<file path="src/rtl/alloc_pkg.sv">
// Shared definitions for the delay-line SRAM bank allocator.
// Holds the allocator FSM state encodings and the pipeline id width/type.
package alloc_pkg;

   // Allocator FSM states
   localparam logic [1:0] ALLOC_IDLE  = 2'd0;
   localparam logic [1:0] ALLOC_HOLD  = 2'd1;
   localparam logic [1:0] ALLOC_SWEEP = 2'd2;

   // Two DSP pipelines, so a single-bit owner id
   localparam int unsigned PIPE_ID_W = 1;
   typedef logic [PIPE_ID_W-1:0] pipe_id_t;

endpackage

</file>
<file path="src/rtl/priority_encoder_lsb.sv">
// Lowest-set-bit priority encoder.
//   in_i  : request vector
//   idx_o : index of the lowest set bit (0 when none set)
//   any_o : high when at least one bit of in_i is set
module priority_encoder_lsb #(
   parameter int unsigned Width = 8,
   parameter int unsigned IdxW  = $clog2(Width)
) (
   input  logic [Width-1:0] in_i,
   output logic [IdxW-1:0]  idx_o,
   output logic             any_o
);

   // Scan from the top down so the lowest set bit is written last
   always_comb begin
      idx_o = '0;
      any_o = 1'b0;
      for (int i = int'(Width) - 1; i >= 0; i--) begin
         if (in_i[i]) begin
            idx_o = IdxW'(i);
            any_o = 1'b1;
         end
      end
   end

endmodule

</file>
<file path="src/rtl/sram_bank_allocator.sv">
// Delay-line SRAM bank allocator shared by two DSP pipelines.
// Grants the lowest free bank on request (round-robin between pipelines) and
// reclaims all banks of a pipeline with a full-table sweep on release.
//   clk, reset   : clock, asynchronous active-low reset
//   alloc_req    : per-pipeline level-held allocation request
//   release_req  : per-pipeline release-all pulse
//   alloc_ack    : grant pulse, alloc_bank valid alongside
//   alloc_fail   : no-free-bank pulse
//   release_busy : release pending or sweeping, per pipeline
//   release_done : sweep-complete pulse
//   free_count   : number of unowned banks
module sram_bank_allocator
   import alloc_pkg::*;
#(
   parameter int unsigned n_sram_banks = 64,
   parameter int unsigned bank_w       = $clog2(n_sram_banks)
) (
   input  logic              clk,
   input  logic              reset,
   input  logic [1:0]        alloc_req,
   input  logic [1:0]        release_req,
   output logic [1:0]        alloc_ack,
   output logic [1:0]        alloc_fail,
   output logic [bank_w-1:0] alloc_bank,
   output logic [1:0]        release_busy,
   output logic [1:0]        release_done,
   output logic [bank_w:0]   free_count
);

   localparam logic [bank_w-1:0] LastIdx = bank_w'(n_sram_banks - 1);

   logic [1:0]                  state_q, state_d;
   logic [n_sram_banks-1:0]     valid_q, valid_d;
   pipe_id_t [n_sram_banks-1:0] owner_q, owner_d;
   logic [1:0]                  rel_pend_q, rel_pend_d;
   pipe_id_t                    rr_q, rr_d;
   logic [bank_w-1:0]           idx_q, idx_d;
   pipe_id_t                    sweep_p_q, sweep_p_d;
   logic [bank_w:0]             free_count_q, free_count_d;
   logic [1:0]                  ack_q, ack_d, fail_q, fail_d, done_q, done_d;
   logic [bank_w-1:0]           bank_q, bank_d;

   logic [1:0]        rel_clr;
   pipe_id_t          sel;
   logic [bank_w-1:0] free_idx;
   logic              free_any;

   priority_encoder_lsb #(
      .Width(n_sram_banks),
      .IdxW (bank_w)
   ) u_free_enc (
      .in_i (~valid_q),
      .idx_o(free_idx),
      .any_o(free_any)
   );

   always_comb begin
      state_d      = state_q;
      valid_d      = valid_q;
      owner_d      = owner_q;
      rr_d         = rr_q;
      idx_d        = idx_q;
      sweep_p_d    = sweep_p_q;
      free_count_d = free_count_q;
      ack_d        = '0;
      fail_d       = '0;
      done_d       = '0;
      bank_d       = '0;
      rel_clr      = '0;
      sel          = '0;

      case (state_q)
         ALLOC_IDLE: begin
            if (rel_pend_q != 2'b00) begin
               sel          = rel_pend_q[0] ? 1'b0 : 1'b1;
               sweep_p_d    = sel;
               rel_clr[sel] = 1'b1;
               idx_d        = '0;
               state_d      = ALLOC_SWEEP;
            end else if (release_req == 2'b00 && alloc_req != 2'b00) begin
               // A release arriving this edge wins; the request is retried later
               sel = (alloc_req == 2'b11) ? rr_q : alloc_req[1];
               if (sel == rr_q) rr_d = ~rr_q;
               if (free_any) begin
                  valid_d[free_idx] = 1'b1;
                  owner_d[free_idx] = sel;
                  bank_d            = free_idx;
                  ack_d[sel]        = 1'b1;
                  free_count_d      = free_count_q - 1'b1;
               end else begin
                  fail_d[sel] = 1'b1;
               end
               state_d = ALLOC_HOLD;
            end
         end
         ALLOC_HOLD: state_d = ALLOC_IDLE;
         ALLOC_SWEEP: begin
            if (valid_q[idx_q] && owner_q[idx_q] == sweep_p_q) begin
               valid_d[idx_q] = 1'b0;
               free_count_d   = free_count_q + 1'b1;
            end
            idx_d = idx_q + 1'b1;
            if (idx_q == LastIdx) begin
               done_d[sweep_p_q] = 1'b1;
               state_d           = ALLOC_IDLE;
            end
         end
         default: state_d = ALLOC_IDLE;
      endcase

      // A new pulse re-pends even if the same pipeline's sweep starts this edge
      rel_pend_d = (rel_pend_q & ~rel_clr) | release_req;
   end

   always_ff @(posedge clk or negedge reset) begin
      if (!reset) begin
         state_q      <= ALLOC_IDLE;
         valid_q      <= '0;
         owner_q      <= '0;
         rel_pend_q   <= '0;
         rr_q         <= '0;
         idx_q        <= '0;
         sweep_p_q    <= '0;
         free_count_q <= (bank_w+1)'(n_sram_banks);
         ack_q        <= '0;
         fail_q       <= '0;
         done_q       <= '0;
         bank_q       <= '0;
      end else begin
         state_q      <= state_d;
         valid_q      <= valid_d;
         owner_q      <= owner_d;
         rel_pend_q   <= rel_pend_d;
         rr_q         <= rr_d;
         idx_q        <= idx_d;
         sweep_p_q    <= sweep_p_d;
         free_count_q <= free_count_d;
         ack_q        <= ack_d;
         fail_q       <= fail_d;
         done_q       <= done_d;
         bank_q       <= bank_d;
      end
   end

   assign alloc_ack    = ack_q;
   assign alloc_fail   = fail_q;
   assign alloc_bank   = bank_q;
   assign release_done = done_q;
   assign free_count   = free_count_q;
   assign release_busy = rel_pend_q |
                         ((state_q == ALLOC_SWEEP) ? (2'b01 << sweep_p_q) : 2'b00);

endmodule

</file>
<file path="config.mk">
export PLATFORM = sky130hd
export DESIGN_NAME = sram_bank_allocator
export DESIGN_NICKNAME = d
export VERILOG_FILES = /design/src/rtl/alloc_pkg.sv /design/src/rtl/priority_encoder_lsb.sv /design/src/rtl/sram_bank_allocator.sv
export SDC_FILE = /design/constraint.sdc
export NUM_CORES = 1
export LEC_CHECK = 0
export ABC_AREA = 1
export BUFFER_PORTS_ARGS = -buffer_cell sky130_fd_sc_hd__buf_2
export CORE_ASPECT_RATIO = 2
export CORE_MARGIN = 1
export CORE_UTILIZATION = 37
export DETAILED_ROUTE_END_ITERATION = 8
export PLACE_DENSITY = 0.64
export SLEW_MARGIN = 5
export SYNTH_ARGS = -nofsm -noshare
export SYNTH_HDL_FRONTEND = slang
export SYNTH_HIERARCHICAL = 1
export SYNTH_SLANG_ARGS = --single-unit
</file>
<file path="constraint.sdc">
create_clock -name clk -period 12.1 [get_ports clk]
set_input_delay 0.605 -clock clk [delete_from_list [all_inputs] [get_ports clk]]
set_output_delay 0.605 -clock clk [all_outputs]
set_load 0.02 [all_outputs]
</file>
==> metrics <==
synth warn=6; global-route wire length before repair=56.7 mm; GRT Overall Usage=26.2%; CP Capture Type=flop; Synth Area in Adders=0.909%; Critical Path RT=12,490 ps; number of remaining DRC errors=0; startpoint types=flop; xor and xnor area share after synthesis=0.419%; fin. max-slew vios=0; 1st-iter DRT viols=1,096; clk slew on worst S/H paths=70 ps; Commonest cells post-synth=nand2_1, o21ai_0, inv_1, dfrtp_1, nand3_1; fin crit share=41.9%; I/O Buffers=26; post-CTS setup buffers=0; largest net degree at the start of global routing=93; clk_lat worst skew=460 ps; count leader, synth=nand2_1; post-synthesis mux area share=0%; dominant cell type by area after synthesis=dfrtp_1; maximum vdd ir drop=0.0000930 V; hpwl dp=24.3 mm; WL per Instance=about 19 um; sequential share of the synthesized area=38.0%; CP most frequent cell=nand2_1; DR vias/cell=5.49; Slew @ Worst Pin=slightly above 1000 ps; GP Congestion=0.921; post-layout util=41.0%; CTS tree=built; RSZ-0062 raised after global routing=no; fmax=between 150 and 200 MHz; root buf cell=clkbuf_16; Max clock buf depth=2; simple-gate share of the synthesized area=about a third; status=finished clean; power per cell area=98.2 nW/um^2; Setup Crit Path Kind=flop to flop; WL met1=~13 mm; slowest stage delay, CP=490 ps; top sig layer=met4; Bufs and invs on worst path=3; register bit count reported by yosys=between 150 and 200; Nets=1,634; fin crit period=5080 ps; number of buffers created by CTS=17; antenna violations before repair=0; Mapped Area=~10,000 sq um; routed wl met3=1.97 mm; clk sinks=~160; max-cap violations=0; distinct cell type count after synthesis=37; Routed Antenna Nets=0; Die X=about 120 um; layout cells sized above 1=4.90%; ys flop type=dfrtp_1; endpoints failing setup=0; GR Overflow Total=0; Area contributors post-synth=dfrtp_1, nand2_1, o21ai_0; Rel. slew slack=31.3%; number of I/O pins=27; Fin Setup TNS=0 ps; Core Box Area=27,700 sq um; post-CTS resize count=0; Tightest Hold Check Type=primary input to asynchronous set/reset pin; CTS Hold Buffers Added=0; Compound-Gate Fraction of Synth Area=~15%; WL met2=18.8 mm; CTS HTree Levels=4; family with the most delay on the worst path=simple AND/OR/NAND/NOR gates; Ant. Diodes=0; Layout Skew=8.97 ps; CP max stage cell=nand3_1; Die Y=240 um; asr flop ratio synth=100%; EDFF count, synth=0; Critical Path AT=5470 ps; largest family of logic cells by synthesized area=simple AND/OR/NAND/NOR gates; Die ar.=29,000 sq um; P&R area growth vs syn=8.48%; row count=86; synthesized area per cell=about 6.4 sq um; top-area cell type share of the netlist area=~38%; Critical Path Fanout Max=8; Initial Util=37.8%; final hold violation count=0; final WL=36.8 mm; Pleak=between 0.005 and 0.006 uW; DRT Pass-1 Iters=6; vias in the first global route=10,000; via count=10,900; syn_nets=1,652; Synth Instances=1,639
layout make-up:
class | instances | area, sq um
multi-input cells | 1179 | 5270
flip-flops and latches | 159 | 3980
well taps | 352 | 440
repair buffers | 34 | 196
fillers | 2890 | 16300
inverters | 230 | 865
clock buffers | 22 | 454
clock inverters | 10 | 138
metrics by stage:
stage	total power (uW)	std cells	setup slack, ps	instance area, sq um	hold slack (ps)
floorplan	544	1639	8180	10500	309
global placement	559	1954	7140	10800	465
detailed placement	559	1954	7170	10800	469
CTS	1120	1986	7130	11300	281
global route	1150	1986	6360	11300	329
finish	1110	1986	7020	11300	246
state kept, by name, summed over array words and instances, names as in the netlist:
name,flops
valid_q,64
rr_q,1
release_done,2
idx_q,6
free_count,7
alloc_fail,2
sweep_p_q,1
alloc_ack,2
alloc_bank,6
state_q,2
rel_pend_q,2
owner_q,64
worst register-to-register path, delay by kind of cell (launching register included):
family                 cells  cell delay (ps)
DFF                        1              410
AOI/OAI and AO/OA          3              300
buffers and inverters      3              330
and+or+nand+nor           63             3990
per-layer routing:
metal	up-vias	GRT usage (%)
met5	-	0
met4	0	19.2
met3	130	3.36
met2	421	45.9
met1	5198	28.7
li1	5155	-
placed cells by master (no fill, tap or decap), types with 11 or more instances in the layout:
cell,n
nand2_1,529
inv_1,223
a21oi_1,11
o21ai_0,270
nor3_1,27
nand3_1,138
clkbuf_16,17
dfrtp_1,157
buf_2,25
nor2_1,134
final timing paths:
check | to | start | cells after the start | slack (ps)
setup / recovery | valid_q[28]$_DFFE_PN0P_ | valid_q[62]$_DFFE_PN0P_ | 69 | 7020
hold / removal | owner_q[14]$_DFFE_PN0P_ | reset | 1 | 250
setup reg to reg | valid_q[28]$_DFFE_PN0P_ | valid_q[62]$_DFFE_PN0P_ | 69 | 7020
hold reg to reg | owner_q[44]$_DFFE_PN0P_ | owner_q[44]$_DFFE_PN0P_ | 2 | 480
max in group asynchronous | valid_q[26]$_DFFE_PN0P_ | reset | 2 | 10370
min in group clk | rel_pend_q[1]$_DFF_PN0_ | release_req[1] | 2 | 350
logic make-up (layout without fill, tap and decap cells):
kind of cell | count (synthesis) | in the layout
AOI/OAI and AO/OA | 311 | 311
and+or+nand+nor | 856 | 856
xor gates and xnor gates | 5 | 5
adders and majority gates | 7 | 7
buffers and inverters | 301 | 296
DFF | 159 | 159
power breakdown:
group	leakage (uW)	internal, uW	switching [uW]
logic	0.00292	1.43	15.1
clock network	0.000272	329	238
registers	0.00219	531	0.0000000000000143
total	0.00538	862	253
No activity file was read; power rests on OpenSTA's default activity.
